File: src/rtl/axi_mem_scheduler.sv
// axi_mem_scheduler: round-robin line-transfer scheduler for write and read masters with frame bank swapping
module axi_mem_scheduler #(
  parameter logic [31:0] BASE0        = 32'h1000_0000,
  parameter logic [31:0] BASE1        = 32'h1800_0000,
  parameter logic [31:0] FRAME_STRIDE = 32'h0040_0000,
  parameter logic [31:0] LINE_STRIDE  = 32'd4096,
  parameter logic [31:0] LINE_BYTES   = 32'd2048,
  parameter logic [15:0] TIMEOUT      = 16'd4095
) (
  input  logic        ACLK,
  input  logic        ARESETN,
  input  logic [1:0]  wr_req,
  input  logic [10:0] wr_line_0,
  input  logic [10:0] wr_line_1,
  output logic [1:0]  wr_ack,
  input  logic [1:0]  rd_req,
  input  logic [10:0] rd_line_0,
  input  logic [10:0] rd_line_1,
  output logic [1:0]  rd_ack,
  input  logic        wr_frame_end,
  input  logic        WR_READY,
  input  logic        WR_DONE_0,
  input  logic        WR_DONE_1,
  output logic        WR_START_0,
  output logic        WR_START_1,
  output logic [31:0] WR_ADRS_0,
  output logic [31:0] WR_ADRS_1,
  output logic [31:0] WR_LEN_0,
  output logic [31:0] WR_LEN_1,
  input  logic        RD_READY,
  input  logic        RD_DONE_0,
  input  logic        RD_DONE_1,
  output logic        RD_START_0,
  output logic        RD_START_1,
  output logic [31:0] RD_ADRS_0,
  output logic [31:0] RD_ADRS_1,
  output logic [31:0] RD_LEN_0,
  output logic [31:0] RD_LEN_1,
  output logic        wbank,
  output logic        rbank,
  output logic [1:0]  timeout_err
);
  localparam logic [1:0] IDLE = 2'd0, START = 2'd1, BUSY = 2'd2, ACK = 2'd3;
  logic pend, wr_defer;
  // side 0 is the write engine, side 1 the read engine; both are identical
  for (genvar s = 0; s < 2; s++) begin : side
    logic [1:0]  req, st, ack;
    logic [10:0] line0, line1;
    logic        bank, ready, done0, done1, sel, pri, nsel, dsel, tmo, start0, start1, err;
    logic [15:0] cnt;
    logic [31:0] adrs0, adrs1, nadr;
    assign req   = s == 0 ? wr_req : rd_req;
    assign line0 = s == 0 ? wr_line_0 : rd_line_0;
    assign line1 = s == 0 ? wr_line_1 : rd_line_1;
    assign bank  = s == 0 ? wbank : rbank;
    assign ready = s == 0 ? WR_READY : RD_READY;
    assign done0 = s == 0 ? WR_DONE_0 : RD_DONE_0;
    assign done1 = s == 0 ? WR_DONE_1 : RD_DONE_1;
    // channel pick (favour the one not served last), its address, and the busy-exit conditions
    always_comb begin
      nsel = req[pri] ? pri : ~pri;
      nadr = (nsel ? BASE1 : BASE0 + (bank ? FRAME_STRIDE : 32'd0)) + {21'd0, nsel ? line1 : line0} * LINE_STRIDE;
      dsel = sel ? done1 : done0;
      tmo  = st == BUSY && !dsel && cnt + 16'd1 == TIMEOUT;
    end
    // transfer FSM with registered start/ack pulses and a sticky timeout flag
    always_ff @(posedge ACLK or negedge ARESETN) begin
      if (!ARESETN) begin
        st     <= IDLE;
        sel    <= 1'b0;
        pri    <= 1'b0;
        cnt    <= 16'd0;
        start0 <= 1'b0;
        start1 <= 1'b0;
        adrs0  <= 32'd0;
        adrs1  <= 32'd0;
        ack    <= 2'b00;
        err    <= 1'b0;
      end else begin
        start0 <= st == START && ready && !sel;
        start1 <= st == START && ready && sel;
        ack    <= {2{st == BUSY && dsel}} & {sel, ~sel};
        err    <= err | tmo;
        cnt    <= st == BUSY ? cnt + 16'd1 : 16'd0;
        if (st == IDLE && |req) begin
          sel <= nsel;
          pri <= ~nsel;
          if (nsel) adrs1 <= nadr;
          else adrs0 <= nadr;
        end
        st <= st == IDLE  ? (|req ? START : IDLE) :
              st == START ? (ready ? BUSY : START) :
              st == BUSY  ? (dsel ? ACK : tmo ? IDLE : BUSY) : IDLE;
      end
    end
  end
  assign WR_START_0  = side[0].start0;
  assign WR_START_1  = side[0].start1;
  assign WR_ADRS_0   = side[0].adrs0;
  assign WR_ADRS_1   = side[0].adrs1;
  assign wr_ack      = side[0].ack;
  assign RD_START_0  = side[1].start0;
  assign RD_START_1  = side[1].start1;
  assign RD_ADRS_0   = side[1].adrs0;
  assign RD_ADRS_1   = side[1].adrs1;
  assign rd_ack      = side[1].ack;
  assign timeout_err = {side[1].err, side[0].err};
  assign WR_LEN_0    = LINE_BYTES;
  assign WR_LEN_1    = LINE_BYTES;
  assign RD_LEN_0    = LINE_BYTES;
  assign RD_LEN_1    = LINE_BYTES;
  // a bank swap must not move the frame under an in-flight channel-0 write
  assign wr_defer = (side[0].st == START || side[0].st == BUSY) && !side[0].sel && !side[0].tmo;
  // bank swap with a single pending slot; extra frame_end pulses fold into it
  always_ff @(posedge ACLK or negedge ARESETN) begin
    if (!ARESETN) begin
      wbank <= 1'b0;
      rbank <= 1'b1;
      pend  <= 1'b0;
    end else if ((wr_frame_end || pend) && !wr_defer) begin
      wbank <= ~wbank;
      rbank <= wbank;
      pend  <= 1'b0;
    end else if (wr_frame_end) begin
      pend <= 1'b1;
    end
  end
endmodule

File: config.mk
export PLATFORM = sky130hd
export DESIGN_NAME = axi_mem_scheduler
export DESIGN_NICKNAME = d
export VERILOG_FILES = /design/src/rtl/axi_mem_scheduler.sv
export SDC_FILE = /design/constraint.sdc
export NUM_CORES = 1
export LEC_CHECK = 0
export CELL_PAD_IN_SITES_DETAIL_PLACEMENT = 0
export CELL_PAD_IN_SITES_GLOBAL_PLACEMENT = 2
export CORE_MARGIN = 2
export CORE_UTILIZATION = 22
export CTS_BUF_LIST = sky130_fd_sc_hd__clkbuf_4 sky130_fd_sc_hd__clkbuf_8
export CTS_CLUSTER_DIAMETER = 50
export DETAILED_ROUTE_END_ITERATION = 10
export HOLD_SLACK_MARGIN = 0.06
export PLACE_DENSITY = 0.77
export SLEW_MARGIN = 15
export SYNTH_ARGS = -nofsm -noshare
export SYNTH_HDL_FRONTEND = slang
export SYNTH_SLANG_ARGS = --single-unit
File: constraint.sdc
create_clock -name ACLK -period 2.06 [get_ports ACLK]
set_input_delay 0.618 -clock ACLK [delete_from_list [all_inputs] [get_ports ACLK]]
set_output_delay 0.618 -clock ACLK [all_outputs]
set_load 0.005 [all_outputs]
==> run summary <==
I/O Pins = 325
Share of cells above drive strength 1 = 0.1883
Final GP Congestion = 0.7309
Yosys top cell by area = dfrtp_1
Clock sinks = 109
Worst Reg-to-Reg Cells = 8
Drt first pass iters = 4
Setup slack after layout = 74.64 ps
Nets@finish = 847
Worst reg2reg path startpoint = side[0].cnt[1]
CTS tree = built
Outcome = complete, no violations
Met1 Use GR = 0.09854
Maxcap violations = 0
Final wirelength = 13,060 um
Cell count after synthesis = 613
Layout Cells excl Fill = 1,171
Top post-synthesis cells by area = dfrtp_1, buf_4, mux2_2
Post-DP HPWL = 9973 um
Skew final = 13.49 ps
R2r endpoint = rbank
Initial drt markers = 84
Maximum vdd drop = 0.0003133 V
Fin util = 0.2799
Shortest period the worst path allows = 1985 ps
Area Overhead vs Synth = 25.10%
Library cells used by synthesis = 58
Gr ovfl total = 0
Final setup violation count = 0
Root Driver = clkbuf_8
P per Cell Area = 918.3 mW/mm^2
FFs w/ async S/R, synth = 1.000
Routed vias = 4,097
Final Cycle Share = 0.9638
Storage cell area = 0.002730 sq mm
Most common cell in the netlist = buf_4
P_leak = 3.682 nW
M3 GR Usage = 0.02328
Vias per cell = 3.499
CORE AREA = 0.02870 sq mm
Chip height = 174.8 um
Final ANT Viol Nets = 0
Die width = 174.8 um
GRT Total Usage = 0.08084
Tightest Hold Check Type = input port to asynchronous set/reset pin
Number of enable flip-flop cells after synthesis = 0
Fill cells = 3,025
Wire per inst = 11.16 um
Drt drc = 0
CP max FO = 8
Rows = 62
Clock Pin Slew Worst Setup and Hold Paths = 120 ps
Average cell area after synthesis = 10.47 sq um
Pin count of the biggest net entering global routing = 32
Initial core utilization = 0.2237
Most frequent cells after synthesis = buf_4, dfrtp_1, mux2_2
Clk buf depth = 2
Prevailing post-synth register cell = dfrtp_1
First-pass GRT wire length = 19,410 um
Cell Area, Synth = 0.006421 sq mm
Slew Limit Fails = 0
CTS buffer count = 9
Seq cells post-synth = 109
Final Hold Fails = 0
Vias in the first global route = 3,575
Final setup TNS = 0 ps
GR Util met2 = 0.1367
Die ar. = 0.03057 sq mm
I/O Buffers = 124
Crit path DAT = 2310 ps
WP data required = 2380 ps
Worst-Skew Late Latency = 390 ps
Post-CTS Hold Buffers = 0
Multi-input gate area = 0.002861 sq mm
Synthesis Warnings = 0
Placed cells = 1,145
Top cell type's share of synthesized area = 0.4209
Crit path launch type = flip-flop
Setup WS pre-CTS = -353.3 ps
Register area share after synthesis = 0.4250
WS Path Type = flip-flop to flip-flop
H-tree depth = 3
Initial antenna violation count = 1
GRT busiest layer = met2
F_max = 503.7 MHz
CP endpoint kind = flip-flop
FF-to-FF setup slack = 70 ps
-- cell usage in the layout (no fill, tap or decap), types with 14 or more instances in the layout --
cell,instances
buf_4,45
conb_1,200
inv_1,14
nor2_1,29
xnor2_1,15
dfrtp_1,107
and2_1,14
clkdlybuf4s50_1,122
nand2_1,22
mux2_2,50
-- layer usage --
layer | up-vias | wire (um)
met3 | 14 | 931
met2 | 176 | 6503
li1 | 1956 | -
met4 | 0 | 203
met1 | 1951 | 5425
met5 | - | 0
-- how the worst max path moves through the flow --
stage | startpoint | slack, ps | endpoint
finish | side[0].cnt[1] | 70 | rbank
global route | side[0].cnt[1] | -20 | rbank
CTS | side[0].cnt[1] | 30 | rbank
detailed placement | rd_req[1] | -350 | RD_ADRS_1[22]
global placement | rd_req[1] | -330 | RD_ADRS_1[22]
floorplan | side[0].cnt[5] | 20 | rbank
-- through the flow --
stage	instance area (sq um)	hold slack, ps	total power [mW]
after floorplan	7164	322.4	4.684
after global placement	7672	448.3	6.120
after detailed placement	7672	451.3	6.152
after CTS	7878	129.4	7.500
after global routing	8030	139.7	7.919
final	8033	141.4	7.377
-- state kept, by name (all words and copies together), names as in the netlist, 4 cells and up --
register / count
side.cnt: 32
RD_ADRS_0: 14
RD_ADRS_1: 14
WR_ADRS_0: 14
WR_ADRS_1: 14
side.st: 4
-- logic make-up after synthesis --
| group | Yosys count | share of synthesized area |
|---|---|---|
| AOI/OAI and AO/OA | 38 | 0.04423 |
| and+or+nand+nor | 143 | 0.1243 |
| muxes | 52 | 0.09158 |
| buffers and inverters | 232 | 0.2580 |
| xor gates and xnor gates | 28 | 0.03819 |
| adders and majority gates | 9 | 0.01754 |
| other | 2 | 0.001170 |
| DFF | 109 | 0.4250 |
-- area by class of cell --
cell class,count,share of cell area
antenna,1,0.0003115
clock buffer,10,0.01636
clock inverter,6,0.006542
inverter,14,0.006542
multi-input combinational,470,0.3562
sequential,109,0.3399
tap,384,0.05981
timing repair buffer,177,0.2143
-- worst max-delay path: stages (launching register included) --
cell and delay, ps:
dfrtp_1 440, ha_4 210, buf_6 140, a21o_1 160, a41o_1 240, o21ai_2 100
o2111ai_4 160, o21ai_4 180, mux2_4 310
-- what timing repair did --
| action | CTS | global route |
|---|---|---|
| setup endpoints to repair | 2 | 2 |
| pin swaps | 1 | 4 |
| setup buffers | 1 | 8 |
| cloned | 0 | 0 |
| gates resized for setup | 5 | 14 |
-- report_power, final --
part	internal, mW	switching (mW)
Combinational	1.84	1.12
Sequential	2.77	0.351
Clock	0.476	0.808
Total	5.09	2.28
Power figures use the tool's default switching activity.
